[src/rtl/dtw_pkg.sv]
// rtl/dtw_pkg.sv - shared types and defaults for the DTW template classifier
package dtw_pkg;

    // Sequencer states; one template per LAUNCH..NEXT loop
    typedef enum logic [2:0] {
        S_IDLE,
        S_LAUNCH,
        S_ARM,
        S_WAIT,
        S_EVAL,
        S_NEXT,
        S_DECIDE
    } dtw_state_e;

    localparam int                      DEF_DIST_W         = 12;
    localparam logic [DEF_DIST_W-1:0]   DIST_MAX           = '1;
    localparam logic [DEF_DIST_W-1:0]   DEF_REJECT_THR     = 12'd1500;
    localparam logic [DEF_DIST_W-1:0]   DEF_MARGIN         = 12'd40;
    localparam logic [23:0]             DEF_TIMEOUT_CYCLES = 24'd4000000;

endpackage

[src/rtl/dtw_template_classifier_if.sv]
// rtl/dtw_template_classifier_if.sv - classifier-to-DTW-engine handshake bundle
interface dtw_template_classifier_if #(
    parameter int IDX_W  = 4,
    parameter int DIST_W = 12
);
    logic              dtw_start;
    logic [IDX_W-1:0]  tmpl_idx;
    logic              dist_valid;
    logic [DIST_W-1:0] dist_in;

    modport master (
        output dtw_start,
        output tmpl_idx,
        input  dist_valid,
        input  dist_in
    );

    modport slave (
        input  dtw_start,
        input  tmpl_idx,
        output dist_valid,
        output dist_in
    );
endinterface

[src/rtl/dtw_min2_tracker.sv]
// rtl/dtw_min2_tracker.sv - running best and second-best distance tracker
module dtw_min2_tracker #(
    parameter int IDX_W  = 4,
    parameter int DIST_W = 12
) (
    input  logic              clk,
    input  logic              rst_n,
    input  logic              clear,
    input  logic              update,
    input  logic [DIST_W-1:0] d,
    input  logic [IDX_W-1:0]  idx,
    output logic [DIST_W-1:0] best_dist,
    output logic [DIST_W-1:0] second_dist,
    output logic [IDX_W-1:0]  best_idx
);

    // Strict compares so an equal later distance never displaces the lower index
    always_ff @(posedge clk or negedge rst_n) begin
        if (!rst_n) begin
            best_dist   <= '1;
            second_dist <= '1;
            best_idx    <= '0;
        end else if (clear) begin
            best_dist   <= '1;
            second_dist <= '1;
            best_idx    <= '0;
        end else if (update) begin
            if (d < best_dist) begin
                second_dist <= best_dist;
                best_dist   <= d;
                best_idx    <= idx;
            end else if (d < second_dist) begin
                second_dist <= d;
            end
        end
    end

endmodule

[src/rtl/dtw_template_classifier.sv]
// rtl/dtw_template_classifier.sv - sequences templates through the DTW engine and decides a word
module dtw_template_classifier
    import dtw_pkg::*;
#(
    parameter int                NUM_TEMPLATES  = 8,
    parameter int                IDX_W          = 4,
    parameter int                DIST_W         = DEF_DIST_W,
    parameter logic [DIST_W-1:0] REJECT_THR     = DIST_W'(DEF_REJECT_THR),
    parameter logic [DIST_W-1:0] MARGIN         = DIST_W'(DEF_MARGIN),
    parameter logic [23:0]       TIMEOUT_CYCLES = DEF_TIMEOUT_CYCLES
) (
    input  logic                        clk,
    input  logic                        rst_n,
    input  logic                        start,
    dtw_template_classifier_if.master   eng,
    output logic                        busy,
    output logic                        done,
    output logic [IDX_W-1:0]            best_idx,
    output logic [DIST_W-1:0]           best_dist,
    output logic                        reject,
    output logic                        timeout_err
);

    localparam logic [DIST_W-1:0] D_MAX    = '1;
    localparam logic [IDX_W-1:0]  LAST_IDX = IDX_W'(NUM_TEMPLATES - 1);
    localparam logic [23:0]       TMO_LAST = TIMEOUT_CYCLES - 24'd1;

    dtw_state_e        state;
    dtw_state_e        state_nxt;
    logic [IDX_W-1:0]  tmpl_idx_q;
    logic              valid_q;
    logic [23:0]       tmo_cnt;
    logic              forced_q;
    logic              reject_q;
    logic              timeout_q;
    logic [DIST_W-1:0] second_dist;
    logic [DIST_W-1:0] eval_d;
    logic              valid_rise;
    logic              tmo_hit;
    logic              last_tmpl;
    logic              reject_now;
    logic              trk_clear;
    logic              trk_update;

    assign valid_rise = !valid_q && eng.dist_valid;
    assign tmo_hit    = (tmo_cnt == TMO_LAST);
    assign last_tmpl  = (tmpl_idx_q == LAST_IDX);
    assign eval_d     = forced_q ? D_MAX : eng.dist_in;
    assign trk_clear  = (state == S_IDLE) && start;
    assign trk_update = (state == S_EVAL);

    // second_dist >= best_dist always holds, so the difference cannot wrap
    assign reject_now = (best_dist > REJECT_THR)
                      | ((second_dist - best_dist) < MARGIN)
                      | (best_dist == D_MAX);

    assign eng.dtw_start = (state == S_LAUNCH);
    assign eng.tmpl_idx  = tmpl_idx_q;
    assign busy          = (state != S_IDLE);
    assign done          = (state == S_DECIDE);
    assign reject        = done ? reject_now : reject_q;
    assign timeout_err   = timeout_q;

    dtw_min2_tracker #(
        .IDX_W  (IDX_W),
        .DIST_W (DIST_W)
    ) u_tracker (
        .clk         (clk),
        .rst_n       (rst_n),
        .clear       (trk_clear),
        .update      (trk_update),
        .d           (eval_d),
        .idx         (tmpl_idx_q),
        .best_dist   (best_dist),
        .second_dist (second_dist),
        .best_idx    (best_idx)
    );

    // State register
    always_ff @(posedge clk or negedge rst_n) begin
        if (!rst_n) begin
            state <= S_IDLE;
        end else begin
            state <= state_nxt;
        end
    end

    // Next-state: one template per LAUNCH..NEXT pass, then a single DECIDE
    always_comb begin
        state_nxt = state;
        case (state)
            S_IDLE:   if (start) state_nxt = S_LAUNCH;
            S_LAUNCH: state_nxt = S_ARM;
            S_ARM: begin
                if (tmo_hit)                state_nxt = S_EVAL;
                else if (!eng.dist_valid)   state_nxt = S_WAIT;
            end
            S_WAIT: begin
                if (valid_rise || tmo_hit)  state_nxt = S_EVAL;
            end
            S_EVAL:   state_nxt = S_NEXT;
            S_NEXT:   state_nxt = last_tmpl ? S_DECIDE : S_LAUNCH;
            S_DECIDE: state_nxt = S_IDLE;
            default:  state_nxt = S_IDLE;
        endcase
    end

    // Previous dist_valid for rising-edge detection in WAIT
    always_ff @(posedge clk or negedge rst_n) begin
        if (!rst_n) begin
            valid_q <= 1'b0;
        end else begin
            valid_q <= eng.dist_valid;
        end
    end

    // Template index, per-template timeout and held decision flags
    always_ff @(posedge clk or negedge rst_n) begin
        if (!rst_n) begin
            tmpl_idx_q <= '0;
            tmo_cnt    <= '0;
            forced_q   <= 1'b0;
            reject_q   <= 1'b0;
            timeout_q  <= 1'b0;
        end else begin
            case (state)
                S_IDLE: begin
                    if (start) begin
                        tmpl_idx_q <= '0;
                        reject_q   <= 1'b0;
                        timeout_q  <= 1'b0;
                    end
                end
                S_LAUNCH: begin
                    tmo_cnt  <= '0;
                    forced_q <= 1'b0;
                end
                S_ARM: begin
                    tmo_cnt <= tmo_cnt + 24'd1;
                    if (tmo_hit) begin
                        forced_q  <= 1'b1;
                        timeout_q <= 1'b1;
                    end
                end
                S_WAIT: begin
                    tmo_cnt <= tmo_cnt + 24'd1;
                    if (!valid_rise && tmo_hit) begin
                        forced_q  <= 1'b1;
                        timeout_q <= 1'b1;
                    end
                end
                S_NEXT: begin
                    if (!last_tmpl) tmpl_idx_q <= tmpl_idx_q + IDX_W'(1);
                end
                S_DECIDE: begin
                    reject_q <= reject_now;
                end
                default: ;
            endcase
        end
    end

endmodule

[src/flat_wrapper.sv]
// flat-port wrapper written by rule: the top's interface ports become plain ports
module dtw_template_classifier_flat import dtw_pkg::*;
#(
    parameter int                NUM_TEMPLATES  = 8,
    parameter int                IDX_W          = 4,
    parameter int                DIST_W         = DEF_DIST_W,
    parameter logic [DIST_W-1:0] REJECT_THR     = DIST_W'(DEF_REJECT_THR),
    parameter logic [DIST_W-1:0] MARGIN         = DIST_W'(DEF_MARGIN),
    parameter logic [23:0]       TIMEOUT_CYCLES = DEF_TIMEOUT_CYCLES
)
  (clk, rst_n, start, busy, done, best_idx, best_dist, reject, timeout_err, eng_dtw_start, eng_tmpl_idx, eng_dist_valid, eng_dist_in);
  dtw_template_classifier_if #(.IDX_W(IDX_W), .DIST_W(DIST_W)) eng_i ();
  input  logic clk;
  input  logic rst_n;
  input  logic start;
  output logic busy;
  output logic done;
  output logic [IDX_W-1:0] best_idx;
  output logic [DIST_W-1:0] best_dist;
  output logic reject;
  output logic timeout_err;
  output wire logic [$bits(eng_i.dtw_start)-1:0] eng_dtw_start;
  output wire logic [$bits(eng_i.tmpl_idx)-1:0] eng_tmpl_idx;
  input wire logic [$bits(eng_i.dist_valid)-1:0] eng_dist_valid;
  input wire logic [$bits(eng_i.dist_in)-1:0] eng_dist_in;
  assign eng_dtw_start = eng_i.dtw_start;
  assign eng_tmpl_idx = eng_i.tmpl_idx;
  assign eng_i.dist_valid = eng_dist_valid;
  assign eng_i.dist_in = eng_dist_in;
  dtw_template_classifier #(.NUM_TEMPLATES(NUM_TEMPLATES), .IDX_W(IDX_W), .DIST_W(DIST_W), .REJECT_THR(REJECT_THR), .MARGIN(MARGIN), .TIMEOUT_CYCLES(TIMEOUT_CYCLES)) u_core (.clk(clk), .rst_n(rst_n), .start(start), .eng(eng_i), .busy(busy), .done(done), .best_idx(best_idx), .best_dist(best_dist), .reject(reject), .timeout_err(timeout_err));
endmodule
[config.mk]
export PLATFORM = sky130hd
export DESIGN_NAME = dtw_template_classifier_flat
export DESIGN_NICKNAME = d
export VERILOG_FILES = /design/src/rtl/dtw_pkg.sv /design/src/rtl/dtw_template_classifier_if.sv /design/src/rtl/dtw_min2_tracker.sv /design/src/rtl/dtw_template_classifier.sv /design/src/flat_wrapper.sv
export SDC_FILE = /design/constraint.sdc
export NUM_CORES = 1
export LEC_CHECK = 0
export ABC_AREA = 1
export ABC_CLOCK_PERIOD_IN_PS = 2800
export CAP_MARGIN = 25
export CORE_ASPECT_RATIO = 2
export CORE_MARGIN = 5
export CORE_UTILIZATION = 59
export CTS_CLUSTER_DIAMETER = 30
export DETAILED_ROUTE_END_ITERATION = 6
export PLACE_DENSITY_LB_ADDON = 0.12
export SLEW_MARGIN = 15
export SYNTH_ARGS = -nofsm -noshare
export SYNTH_HDL_FRONTEND = slang
export SYNTH_SLANG_ARGS = --single-unit
[constraint.sdc]
create_clock -name clk -period 2.8 [get_ports clk]
set_input_delay 0.42 -clock clk [delete_from_list [all_inputs] [get_ports clk]]
set_output_delay 0.42 -clock clk [all_outputs]
set_load 0.03 [all_outputs]
==> results summary, run 1 <==
Dividing the final minimum period by the clock period gives 102%. The maximum VDD drop is 1.04 mV. Yosys printed 0 warnings. The net count of the finished layout is between 800 and 900. The tree is rooted in a sky130_fd_sc_hd__clkbuf_16. The count of final hold-check violations is 0. The nature of the critical path startpoint is a flop. The share of Yosys cell area claimed by the top area cell type came out at 20.4%. Of all nets on the critical path, the largest fanout is 5. Internal power comes to 3960 uW.

The signal on the critical path passes through inv_4 -> ha_4 -> nand2_4 -> inv_2 -> nand3_2 -> nand3_2 -> nand2_1 -> nand2_2 -> nand2_2 -> nor2_4 -> nor2_2 -> nand3_1 -> nand2_1 -> nand2_1 -> nand2_1 -> buf_6. In this run the number of H-tree levels came out at 3. The master of the slowest instance on the critical path is sky130_fd_sc_hd__dfstp_2. The data arrival time of the worst path is 2.45 ns. The maximum cell stage delay along the critical path came out at 0.56 ns. Headroom to the max-slew limit came out at 45.6%.

The kind of capture point of the worst setup path is a primary output. The die area came out at a little over 10000 um^2. The via count of the first global-routing pass is 5126. 41 I/O pins were placed. TritonCTS built the clock tree. The number of buffers added on ports came out at 40. The worst register-to-register path ends at u_core.u_tracker.best_dist[6].

The mean area per synthesized cell is 6.84 um^2. The critical path required time is 2.38 ns. The final critical-path required period is 2.87 ns. The first-pass iteration count of the detailed router came out at 5. The worst hold path belongs to the class input port to asynchronous set/reset pin. The number of antenna diodes in the final layout is 0. The count of clock tree sinks came out at 63. The worst register-to-register path begins at u_core.forced_q.

The final worst-path setup slack is -0.0698 ns. The starting DRC count in detailed routing is between 300 and 400. The congestion estimate from routability-driven global placement came to 0.946.

The total cell area at the placement stage came out at ~5300 um^2. The setup TNS is -0.0698 ns. The worst-case clock skew came out at 0.00497 ns.

The instance count of the mapped netlist came out at about 700. The number of routed nets with antenna violations is 0. Setup repair after global routing could not meet its margin everywhere. Net switching is around half of the power. The post-synth net total came out at approximately 750.

The area of all placed cells without fillers is 6050 um^2. The reported net switching power came out at around 3700 uW. The height of the chip is 137 um. The number of buffers on the longest clock path came out at 2. The checks that failed: negative setup slack.

The per-cell routed wire length came out at 17.8 um. The flow ran to the end, but the final reports show violations. The placeable core region came out at just under 8000 um^2. Counting flops and latches in the post-synthesis netlist gives 63.

The horizontal die dimension came out at between 70 and 80 um. The start-to-end type of the worst setup path is flop to primary output. The detailed-placement wirelength estimate is 11200 um. The worst-case register-to-register setup slack came out at ~0.14 ns. The number of antenna violations at the first check in global routing came to 0.

The worst-margin pin slew is 0.817 ns. The combined area of all synthesized cells came out at 4780 um^2. The effective utilization at floorplan came out at between 60% and 70%. The first-pass GRT wire length came out at 24200 um. After synthesis, flip-flops and latches occupy 33.6% of the total area.

The clock network power share is 14.8%. The routed via count is around 5100. The fraction of final layout cells with drive strength greater than 1 is 20.8%. The areal power density over the cells came out at 1270 nW/um^2. The clock buffer count from CTS is 9.

The floorplan row count is 46. The standby leakage power came out at 0.00292 uW. The number of cell instances on the worst register-to-register path is 10. Ranked by total cell area, the synthesized netlist is headed by sky130_fd_sc_hd__dfrtp_1 (20%), sky130_fd_sc_hd__nand2_1 (14%), sky130_fd_sc_hd__dfstp_2 (13%). The highest clock frequency the design can meet is 0.348 GHz.

The unique cell type count in the Yosys netlist came out at 40. The tool flagged a number of max-cap violations equal to 0. Counting tap cells, the placed design contains a total of around 840 instances. The overall overflow remaining after global route came out at 0. The worst slack after detailed placement is 0.0913 ns. The cell taking the most area after synthesis is sky130_fd_sc_hd__dfrtp_1. Global routing consumed, over all layers together, 31.5% of the routing resources. The part of the total power dissipated in sequential elements is 20.6%. The routed wire length came out at 15500 um. For this run, design rule violations remaining after detail routing come to 0.

The final number of max-transition violations came to 0. Per report_power, the combinational group accounts for 64.6% of the total. After clock tree synthesis, the clock-pin slew on the worst setup and hold paths is approximately 0.050 ns. In this design, the critical path's most frequently occurring cell is sky130_fd_sc_hd__nand2_1. The total of endpoints with negative setup slack in the final report came out at 1. After detailed routing, the number of vias per cell comes to 5.85.

The maximum number of pins on one net before global-route repair came out at 64. Relative to the synthesized area, the layout overhead comes to 26.6%. The number of non-filler instances in the completed layout is 866.

The clock network latency to the later pin of the worst-skew pair came out at 0.33 ns.
[cell type report]
class	count	area, um^2
fill	610	1890
clock buffer	13	260
tap	96	120
timing repair buffer	68	607
inverter	116	443
sequential	63	1610
clock inverter	3	42.5
multi-input combinational	507	2970
[cells in the mapped netlist, drive strengths merged]
cell type / count
nand2: 181
inv: 115
nand3: 74
nor2: 67
o21ai: 60
dfrtp: 39
ha: 34
a21oi: 31
dfstp: 24
nand4: 12
nor4: 12
nor3: 9
buf: 8
o22ai: 6
clkbuf: 5
a31oi: 4
or2: 4
nand3b: 3
o32ai: 2
xor2: 2
a21o: 1
a2bb2oi: 1
clkinv: 1
nor3b: 1
o2111ai: 1
o21bai: 1
o2bb2ai: 1
[power by group through the flow]
stage	clock, uW	sequential (uW)	combinational (uW)
floorplan	0	1740	2520
global route	1190	1610	5410
global placement	0	1540	3780
CTS	1150	1580	4480
detailed placement	0	1560	3880
finish	1140	1580	4980
[through the flow]
stage / util (%) / total power [uW] / hold WS (ns)
2_1_floorplan: - / 4270 / 0.124
3_3_place_gp: 67.0 / 5320 / 0.459
3_5_place_dp: 67.0 / 5440 / 0.474
4_1_cts: 74.5 / 7210 / 0.295
5_1_grt: 76.2 / 8210 / 0.331
6_report: 76.2 / 7700 / 0.267
[critical path, delay by kind of cell (launching register included)]
kind / cells / cell delay (ns)
DFF: 1 / 0.56
and+or+nand+nor: 12 / 0.97
adders and majority gates: 1 / 0.32
buffers and inverters: 3 / 0.26
[cell families after synthesis]
family                   after synthesis  share of synthesized area [%]
XOR/XNOR                               2                          0.367
flip-flops                            63                           33.6
AND/OR/NAND/NOR                      363                           34.5
AO/OA/AOI/OAI                        108                           12.1
adder cells (fa/ha/maj)               34                           8.90
buffers and inverters                129                           10.5
[sequential cells by signal, indices dropped and copies added, names as in the netlist]
signal and cells:
u_core.eng.tmpl_idx 4, u_core.tmo_cnt 24, u_core.u_tracker.best_idx 4, u_core.valid_q 1, u_core.u_tracker.best_dist 12, u_core.u_tracker.second_dist 12, u_core.timeout_err 1, u_core.reject_q 1
u_core.forced_q 1, u_core.state 3
[timing repair]
item,in CTS,in global routing
hold buffers,0,0
buffers inserted,10,5
pin swaps,22,22
gates resized for setup,49,33
setup endpoints to repair,1,1
[placed cells by master (no fill, tap or decap), types with 2 or more instances in the layout]
| cell | netlist | routed |
|---|---|---|
| sky130_fd_sc_hd__o32ai_1 | 2 | 2 |
| sky130_fd_sc_hd__nand3b_1 | 3 | 3 |
| sky130_fd_sc_hd__nand3_4 | 3 | 3 |
| sky130_fd_sc_hd__nand4_1 | 12 | 12 |
| sky130_fd_sc_hd__clkbuf_1 | 5 | 2 |
| sky130_fd_sc_hd__nor2_2 | 4 | 9 |
| sky130_fd_sc_hd__buf_4 | 1 | 28 |
| sky130_fd_sc_hd__o22ai_1 | 6 | 6 |
| sky130_fd_sc_hd__inv_4 | 0 | 3 |
| sky130_fd_sc_hd__inv_2 | 6 | 17 |
| sky130_fd_sc_hd__nand3_1 | 69 | 64 |
| sky130_fd_sc_hd__nor2_4 | 2 | 4 |
| sky130_fd_sc_hd__nand2_4 | 0 | 8 |
| sky130_fd_sc_hd__nor4_1 | 11 | 11 |
| sky130_fd_sc_hd__dfstp_2 | 24 | 24 |
| sky130_fd_sc_hd__inv_1 | 109 | 95 |
| sky130_fd_sc_hd__or2_2 | 3 | 3 |
| sky130_fd_sc_hd__nand2_1 | 179 | 150 |
| sky130_fd_sc_hd__ha_4 | 0 | 10 |
| sky130_fd_sc_hd__a21oi_1 | 30 | 29 |
| sky130_fd_sc_hd__nand3_2 | 2 | 7 |
| sky130_fd_sc_hd__clkdlybuf4s50_1 | 0 | 38 |
| sky130_fd_sc_hd__nand2_2 | 2 | 23 |
| sky130_fd_sc_hd__nor3_1 | 8 | 8 |
| sky130_fd_sc_hd__dfrtp_1 | 39 | 39 |
| sky130_fd_sc_hd__o21ai_0 | 53 | 53 |
| sky130_fd_sc_hd__xor2_1 | 2 | 2 |
| sky130_fd_sc_hd__a31oi_1 | 4 | 3 |
| sky130_fd_sc_hd__clkbuf_16 | 0 | 9 |
| sky130_fd_sc_hd__a21oi_2 | 1 | 2 |
| sky130_fd_sc_hd__o21ai_1 | 7 | 7 |
| sky130_fd_sc_hd__clkbuf_8 | 0 | 2 |
| sky130_fd_sc_hd__ha_1 | 34 | 24 |
| sky130_fd_sc_hd__nor2_1 | 61 | 54 |
[worst max-delay path by stage]
stage                                  startpoint      to  slack, ns  cells past startpoint
finish              u_core.u_tracker.best_dist[4]  reject      -0.07                     16
global route        u_core.u_tracker.best_dist[8]  reject      -0.20                     13
CTS                 u_core.u_tracker.best_dist[4]  reject      -0.03                     17
detailed placement  u_core.u_tracker.best_dist[3]  reject       0.09                     16
global placement    u_core.u_tracker.best_dist[4]  reject       0.09                     16
floorplan           u_core.u_tracker.best_dist[8]  reject       0.26                     12
[metal layers]
layer / vias up / routed length, um / track usage, %
li1: 2421 / - / -
met1: 2390 / 5130 / 29.5
met2: 185 / 8720 / 59.1
met3: 73 / 594 / 5.26
met4: 0 / 1020 / 21.0
met5: - / 0 / 0
Power figures use the tool's default switching activity.
==> run 2: changes to the inputs <==
--- a/config.mk
+++ b/config.mk
@@ -5,12 +5,11 @@
 export SDC_FILE = /design/constraint.sdc
 export NUM_CORES = 1
 export LEC_CHECK = 0
-export ABC_AREA = 1
-export ABC_CLOCK_PERIOD_IN_PS = 2800
+export ABC_CLOCK_PERIOD_IN_PS = 3500
 export CAP_MARGIN = 25
 export CORE_ASPECT_RATIO = 2
 export CORE_MARGIN = 5
-export CORE_UTILIZATION = 59
+export CORE_UTILIZATION = 63
 export CTS_CLUSTER_DIAMETER = 30
 export DETAILED_ROUTE_END_ITERATION = 6
 export PLACE_DENSITY_LB_ADDON = 0.12
==> constraint.sdc (replaced) <==
create_clock -name clk -period 3.5 [get_ports clk]
set_input_delay 0.35 -clock clk [delete_from_list [all_inputs] [get_ports clk]]
set_output_delay 0.35 -clock clk [all_outputs]
set_load 0.03 [all_outputs]
==> results summary, run 2 <==
The total length of routed met2 wires is 6640 um (-24%). The register with the most flip-flops in the final layout is u_core.tmo_cnt. The net switching share of the total power came out at 45.3% (-3.3 points).

The synthesized design spends more area on one cell type than any other, namely sky130_fd_sc_hd__dfrtp_1. The total of endpoints with negative setup slack in the final report came out at 0 (-1). The number of routed nets with antenna violations is 0 (unchanged). The number of ports placed on the die boundary was 41 (unchanged).

The count of state elements after synthesis is 63 (unchanged). The post-synth net total came out at 561 (-25%). The unique cell type count in the Yosys netlist came out at 58 (+45%). The fraction of registers with async set/reset came out at 100% (unchanged). The critical path required time is 3.15 ns (+0.77 ns). The number of buffers added on ports is 40 (unchanged). The placeable core region came out at 6620 um^2 (-17%).

In the layout the commonest cells are sky130_fd_sc_hd__nand2_1 (61), sky130_fd_sc_hd__o21ai_0 (59), sky130_fd_sc_hd__nor2_1 (46), sky130_fd_sc_hd__dfrtp_1 (39), sky130_fd_sc_hd__clkdlybuf4s50_1 (38). The worst-case clock skew came to 0.00543 ns (+0.000459 ns). The routed wire length is 12000 um (-22%). The count of final hold-check violations came to 0 (unchanged). The end-of-flow core utilization came out at 78.4% (+2.2 points).

Yosys attributes the largest share of cell area to sky130_fd_sc_hd__dfrtp_1 (23%), sky130_fd_sc_hd__dfstp_2 (15%), sky130_fd_sc_hd__ha_1 (9.9%). The per-cell routed wire length is 18.6 um (+4.3%). The number of warnings printed during yosys synthesis came out at 0 (unchanged).

The via count of the first global-routing pass came out at 4099 (-20%). The clock network latency to the later pin of the worst-skew pair is 0.34 ns (about the same). The areal power density over the cells came out at 1020 nW/um^2 (-20%). The instance count of the mapped netlist was 511 (-27%). TritonCTS built the clock tree. The first-pass GRT wire length came to 19300 um (-20%).

The internal power contribution came out at 2880 uW (-27%). The overall track demand over capacity in global routing is 29.2% (-2.3 points). The maximum VDD drop came out at 0.536 mV (-49%). The storage element area is 1610 um^2 (unchanged).

The sequential fraction of the synthesis area is 37.5% (+3.8 points). The data arrival time of the worst path came to 3.14 ns (+0.69 ns). The routed via count is 4127 (-19%). The fraction of final layout cells with drive strength greater than 1 came out at 14.9% (-5.9 points).

The mean area per synthesized cell came out at 8.39 um^2 (+23%). The number of cell instances on the worst register-to-register path is 10 (unchanged). The deepest level of the CTS H-tree was 3 (unchanged). The clock network power share came out at 16.3% (+1.5 points). The reported net switching power is 2390 uW (-36%). The horizontal die dimension is 68.3 um (-7.2%). The overall overflow remaining after global route was 0 (unchanged). In this run the clock root is driven by a sky130_fd_sc_hd__clkbuf_16. The worst-case register-to-register setup slack came out at 0.25 ns (+0.11 ns). The largest registers in the layout are u_core.tmo_cnt (24), u_core.u_tracker.best_dist (12), u_core.u_tracker.second_dist (12). The final critical-path required period came out at 3.49 ns. The headroom to the max-slew limit is 47.3% (+1.8 points). The kind of capture point of the worst setup path is a primary output.

The main flop type after synthesis is sky130_fd_sc_hd__dfrtp_1. The most common cell after layout, fill and taps aside is sky130_fd_sc_hd__nand2_1. The part of the total power dissipated in sequential elements is 23.4% (+2.8 points). The maximum net fanout on the critical path came out at 8 (+3). The final number of max-transition violations came out at 0 (unchanged). The detailed-placement wirelength estimate came out at 8530 um (-24%). The post-CTS clock slew at the launch and capture registers of the worst setup and hold paths is 0.05 ns (about the same). The maximum number of pins on one net before global-route repair came out at 47 (-27%). The detail-routed via count per cell is 6.40 (+9.3%). The combined area of all synthesized cells is 4290 um^2 (-10%). The height of the chip came out at 127 um (-7.7%).

The number of antenna violations at the first check in global routing was 0 (unchanged). The first-pass iteration count of the detailed router came out at 5 (unchanged). The total length of routed met3 wires came out at 551 um (-7.2%).

The die area was 8660 um^2 (-14%). The number of buffers on the longest clock path was 2 (unchanged). The DRC violation count after routing came to 0 (unchanged). The highest clock frequency the design can meet is 0.286 GHz.

The cell with the most instances after synthesis is sky130_fd_sc_hd__nand2_1. The number of filler cells placed in the layout is 477 (-22%). The count of clock tree sinks is 63 (unchanged).

By startpoint and endpoint, the worst setup path is classified as flop to primary output. After synthesis, the most frequently instantiated cells are sky130_fd_sc_hd__nand2_1 (61), sky130_fd_sc_hd__o21ai_0 (59), sky130_fd_sc_hd__nor2_1 (46), sky130_fd_sc_hd__dfrtp_1 (39), sky130_fd_sc_hd__ha_1 (34). The clock buffer count from CTS came out at 9 (unchanged). The tightest min-delay check is of the input port to asynchronous set/reset pin type. The worst register-to-register path begins at u_core.forced_q. The worst-margin pin slew is 0.790 ns (-0.0266 ns).

From synthesis to final layout, the design area changed by 21.0%. The global placement routability congestion came to 0.918 (-3.0%). The flow ran to the end, and the final reports show no timing, DRC or antenna violations.

The share of Yosys cell area claimed by the top area cell type is 22.8% (+2.3 points). The net count of the finished layout came to 602 (-26%). The met1 wire length is 4250 um (-17%). The antenna diode count was 0 (unchanged). The nature of the critical path startpoint is a flop. In this run the critical register-to-register path is captured at u_core.u_tracker.second_dist[2]. Routed signal wires occupy layers up through met4.

The worst hold slack was 0.426 ns (+0.158 ns). The logic gate share of total power is 60.3% (-4.3 points). The area used by multi-input combinational logic came out at 2570 um^2 (-14%). The count of max-cap constraint violations came out at 0 (unchanged). The floorplan row count came to 42 (-8.7%). The starting DRC count in detailed routing was 358 (+1.4%).

The flip-flop count of the largest register, all copies and words added came out at 24 (unchanged). The number of enable-type register cells in the synthesized netlist is 0 (unchanged). The standby leakage power came out at 0.00241 uW (-17%).

The effective utilization at floorplan came out at 64.8% (+4.6 points). Of the available clock period, the critical path in the final layout requires ~100%.
run 2: cell types whose count changed after synthesis, moves of 9 or more:
cell | previous run | this run
sky130_fd_sc_hd__nor2_1 | 61 | 46
sky130_fd_sc_hd__nand3_1 | 69 | 15
sky130_fd_sc_hd__nand2_1 | 179 | 61
sky130_fd_sc_hd__mux2i_1 | 0 | 10
sky130_fd_sc_hd__a31oi_1 | 4 | 18
sky130_fd_sc_hd__clkbuf_1 | 5 | 19
sky130_fd_sc_hd__and3_1 | 0 | 9
sky130_fd_sc_hd__inv_1 | 109 | 31
run 2: layer usage:
| metal | vias to the layer above | GRT usage [%] |
|---|---|---|
| li1 | 1921 | - |
| met1 | 1986 | 31.4 |
| met3 | 53 | 4.87 |
| met4 | 0 | 14.9 |
| met2 | 167 | 52.0 |
| met5 | - | 0 |
run 2: what timing repair did:
action / in CTS / in global routing
endpoints found under the hold margin: 0 / 11
buffers inserted: 0 / 0
hold buffers: 0 / 1
pin swaps: 0 / 1
resized for setup: 4 / 11
endpoints found under the setup margin: 1 / 1
run 2: logic make-up (layout without fill, tap and decap cells):
kind of cell	count (synthesis)	count (layout)	share of synthesized area (%)
compound gates	150	150	21.8
xor+xnor	8	8	1.63
fa+ha+maj	34	34	9.92
buf+inv	53	99	4.73
flops	63	63	37.5
mux	10	10	2.33
simple gates	193	193	22.1
run 2: metrics by stage:
stage	area (um^2)	TNS, ns	total power (uW)	worst slack, ns	instances
6_report	5190	0	5270	0.00502	645
5_1_grt	5190	-0.0209	5610	-0.0209	645
4_1_cts	5100	0	5080	0.000357	643
3_5_place_dp	4780	0	4120	0.293	627
3_3_place_gp	4780	0	4020	0.339	627
2_1_floorplan	4290	0	3320	0.323	511
run 2: layout make-up:
class	count	share of cell area [%]
clock inverters	2	0.265
flip-flops and latches	63	31.0
well taps	88	2.12
inverters	31	2.24
repair buffers	52	9.67
multi-input cells	395	49.5
clock buffers	14	5.28
run 2: critical path, stage by stage, from the launching register on:
cell and delay (ns):
sky130_fd_sc_hd__dfstp_2 0.58, sky130_fd_sc_hd__inv_1 0.10, sky130_fd_sc_hd__ha_4 0.31, sky130_fd_sc_hd__nand2_1 0.07, sky130_fd_sc_hd__a2111oi_2 0.40, sky130_fd_sc_hd__o21ai_1 0.16
sky130_fd_sc_hd__a311oi_2 0.21, sky130_fd_sc_hd__o2111ai_1 0.15, sky130_fd_sc_hd__or4_4 0.47, sky130_fd_sc_hd__o211ai_2 0.18, sky130_fd_sc_hd__buf_6 0.16
run 2: power groups by stage:
stage / Clock, uW / Combinational (uW) / Sequential, uW
final: 860 / 3180 / 1230
after global routing: 894 / 3460 / 1260
after detailed placement: 0 / 2900 / 1220
after CTS: 865 / 2990 / 1220
after global placement: 0 / 2810 / 1210
after floorplan: 0 / 2020 / 1310
run 2: how the worst max path moves through the flow:
stage                                              start      to  slack, ns  depth (start not counted)
after floorplan            u_core.u_tracker.best_dist[5]  reject       0.32                          9
after global placement     u_core.u_tracker.best_dist[2]  reject       0.34                         10
after detailed placement   u_core.u_tracker.best_dist[5]  reject       0.29                         10
after CTS                  u_core.u_tracker.best_dist[5]  reject     0.0004                         10
after global routing      u_core.u_tracker.best_dist[10]  reject      -0.02                         10
final                      u_core.u_tracker.best_dist[9]  reject      0.005                         10
==> run 3: changes to the inputs <==
--- a/config.mk
+++ b/config.mk
@@ -7,7 +7,7 @@
 export LEC_CHECK = 0
 export ABC_CLOCK_PERIOD_IN_PS = 3500
 export CAP_MARGIN = 25
-export CORE_ASPECT_RATIO = 2
+export CORE_ASPECT_RATIO = 0.9
 export CORE_MARGIN = 5
 export CORE_UTILIZATION = 63
 export CTS_CLUSTER_DIAMETER = 30
==> results summary, run 3 (same netlist as run 2, synthesis figures left out) <==
The flow ran to the end, and the final reports show no timing, DRC or antenna violations. The maximum VDD drop is 0.553 mV (+3.1%). The worst-case clock skew came out at 0.00688 ns (+0.00146 ns). In the final layout, the registers with the most flip-flops are u_core.tmo_cnt (24), u_core.u_tracker.best_dist (12), u_core.u_tracker.second_dist (12). The data arrival time of the worst path is 3.11 ns (-0.03 ns). The global placement routability congestion is 0.896 (-2.4%).

The number of ports placed on the die boundary is 41 (unchanged). The flip-flop count of the largest register, all copies and words added came out at 24 (unchanged). The first-pass GRT wire length came out at 18700 um (-3.2%). The worst setup path is captured at a primary output.

The placeable core region came out at 6590 um^2 (-0.53%). The area overhead of the layout relative to synthesis is 19.8%. The number of antenna violations at the first check in global routing came out at 0 (unchanged).

The deepest level of the CTS H-tree came out at 3 (unchanged). The per-cell routed wire length is 17.9 um (-4.1%). The area of all placed cells without fillers came out at 5140 um^2 (-0.96%). The horizontal die dimension is 97.0 um (+42%). The total power after layout came out at 5230 uW (-0.69%). The number of buffers on the longest clock path is 2 (unchanged). The count of clock tree sinks is 63 (unchanged). The clock network power share is 13.5% (-2.8 points). The number of filler cells placed in the layout came out at 491 (+2.9%).

The critical path in this run is classified as flop to primary output. The fraction of final layout cells with drive strength greater than 1 is 15.9% (+0.96 points). The effective utilization at floorplan was 65.1% (+0.34 points). The total of endpoints with negative setup slack in the final report is 0 (unchanged).

More flip-flops sit in one register than any other, and that register is u_core.tmo_cnt. The path type of the worst min-delay path is input port to asynchronous set/reset pin. In the layout the commonest cells are sky130_fd_sc_hd__nand2_1 (60), sky130_fd_sc_hd__o21ai_0 (59), sky130_fd_sc_hd__nor2_1 (46), sky130_fd_sc_hd__dfrtp_1 (39), sky130_fd_sc_hd__clkdlybuf4s50_1 (38).

The internal power contribution came out at 2820 uW (-2.1%). The number of routed nets with antenna violations came out at 0 (unchanged). TritonCTS built the clock tree. The post-CTS clock slew at the launch and capture registers of the worst setup and hold paths came out at 0.07 ns (+0.02 ns). The worst-margin pin slew was 0.914 ns (+0.124 ns). The first-pass iteration count of the detailed router was 5 (unchanged). The DRC violation count after routing was 0 (unchanged). The buffer cell driving the clock tree root is sky130_fd_sc_hd__clkbuf_8. The count of final hold-check violations is 0 (unchanged).

The net switching share of the total power was 46.1% (+0.81 points). The maximum net fanout on the critical path is 8 (unchanged). The hold buffer count at cts came out at 0 (unchanged). The routed via count is 4112 (-0.36%).

The die area is 8560 um^2 (-1.1%). The via count of the first global-routing pass came out at 3851 (-6.1%). The headroom to the max-slew limit is 39.1% (-8.3 points). The reported net switching power is 2410 uW (+1.1%). The number of buffers added on ports came to 40 (unchanged). The clock buffer count from CTS was 9 (unchanged). The height of the chip came out at 88.3 um (-30%). The clock network latency to the later pin of the worst-skew pair was 0.35 ns (about the same). The period utilization came out at 98.9% (-0.91 points). The detail-routed via count per cell is 6.32 (-1.3%). The areal power density over the cells came to 1020 nW/um^2 (+0.28%). The antenna diode count is 0 (unchanged).

The standby leakage power came out at 0.00239 uW (-0.94%). The most common cell after layout, fill and taps aside is sky130_fd_sc_hd__nand2_1. The worst-case register-to-register setup slack is 0.43 ns (+0.18 ns). The detailed-placement wirelength estimate is 8090 um (-5.2%). The setup TNS came out at 0 ns (unchanged). The routed wire length came to 11600 um (-3.2%). The floorplan row count came out at 28 (-33%). The maximum number of pins on one net before global-route repair is 41 (-13%). The critical path required time came out at 3.15 ns (about the same). The total cell area at the placement stage is 4780 um^2 (about the same).

STA classifies the critical path startpoint as a flop. The overall track demand over capacity in global routing is 27.5% (-1.7 points). The net count of the finished layout is 606 (+0.66%). The logic gate share of total power is 62.9% (+2.6 points). The overall overflow remaining after global route came to 0 (unchanged). The part of the total power dissipated in sequential elements came to 23.6% (+0.2 points). The highest clock frequency the design can meet came out at 0.289 GHz (+0.92%). The starting DRC count in detailed routing is 385 (+7.5%). The final number of max-transition violations is 0 (unchanged). The final critical-path required period came to 3.46 ns (-0.0320 ns).

The count of max-cap constraint violations is 0 (unchanged).
==> run 3: changes by cell type in the layout (fill, tap and decap cells not counted), moves of 2 or more <==
cell | previous run | this run
sky130_fd_sc_hd__clkbuf_8 | 3 | 10
sky130_fd_sc_hd__clkbuf_16 | 9 | 0
sky130_fd_sc_hd__buf_4 | 10 | 16
sky130_fd_sc_hd__bufinv_16 | 0 | 2
==> run 3: path summary, 6_finish.rpt <==
kind / start / endpoint / cells after the start
max: u_core.u_tracker.best_dist[9] / reject / 10
min: rst_n / u_core.tmo_cnt[17] / 1
max reg2reg: u_core.forced_q / u_core.u_tracker.second_dist[4] / 11
min reg2reg: u_core.tmo_cnt[23] / u_core.tmo_cnt[23] / 1
max in group asynchronous: rst_n / u_core.u_tracker.second_dist[9] / 2
min in group clk: u_core.tmo_cnt[23] / u_core.tmo_cnt[23] / 1
==> run 3: cell type report <==
cell class	count	area [um^2]	area share (%)
inverter	31	119	2.31
clock inverter	4	70.1	1.36
tap	90	113	2.19
clock buffer	12	145	2.82
timing repair buffer	56	517	10.1
multi-input combinational	395	2570	50.0
sequential	63	1610	31.3
==> run 3: critical path: stages, from the launching register on <==
cell,delay [ns]
sky130_fd_sc_hd__dfstp_2,0.57
sky130_fd_sc_hd__inv_2,0.06
sky130_fd_sc_hd__ha_4,0.24
sky130_fd_sc_hd__nor3b_1,0.16
sky130_fd_sc_hd__a2111oi_2,0.35
sky130_fd_sc_hd__o21ai_1,0.15
sky130_fd_sc_hd__a311oi_2,0.27
sky130_fd_sc_hd__o2111ai_1,0.14
sky130_fd_sc_hd__or4_4,0.52
sky130_fd_sc_hd__o211ai_2,0.16
sky130_fd_sc_hd__buf_6,0.15
==> run 3: per-stage QoR <==
stage / std cells / setup slack [ns] / util [%] / hold WS, ns
finish: 651 / 0.0370 / 78.0 / 0.136
global route: 651 / -0.0398 / 78.0 / 0.200
CTS: 645 / 0.00234 / 76.5 / 0.166
detailed placement: 629 / 0.325 / 72.6 / 0.465
global placement: 629 / 0.398 / 72.6 / 0.456
floorplan: 511 / 0.323 / - / 0.0544
==> run 3: routing by layer <==
layer / vias to the layer above / GRT usage [%] / routed length [um]
li1: 1930 / - / -
met1: 1952 / 37.7 / 5200
met2: 204 / 43.2 / 5250
met3: 26 / 7.33 / 912
met4: 0 / 8.55 / 258
met5: - / 0 / 0
==> run 3: repair_timing <==
action	CTS	global route
gates resized for setup	4	13
setup endpoints to repair	1	1
pin swaps	0	8
gates cloned	0	0
buffers inserted	0	6
endpoints found under the hold margin	0	0
==> run 3: power by group through the flow <==
stage          Sequential (uW)  Clock [uW]  Combinational, uW
6_report                  1230         709               3290
5_1_grt                   1260         752               3560
4_1_cts                   1210         716               2970
3_5_place_dp              1220           0               2880
3_3_place_gp              1210           0               2800
2_1_floorplan             1310           0               2020
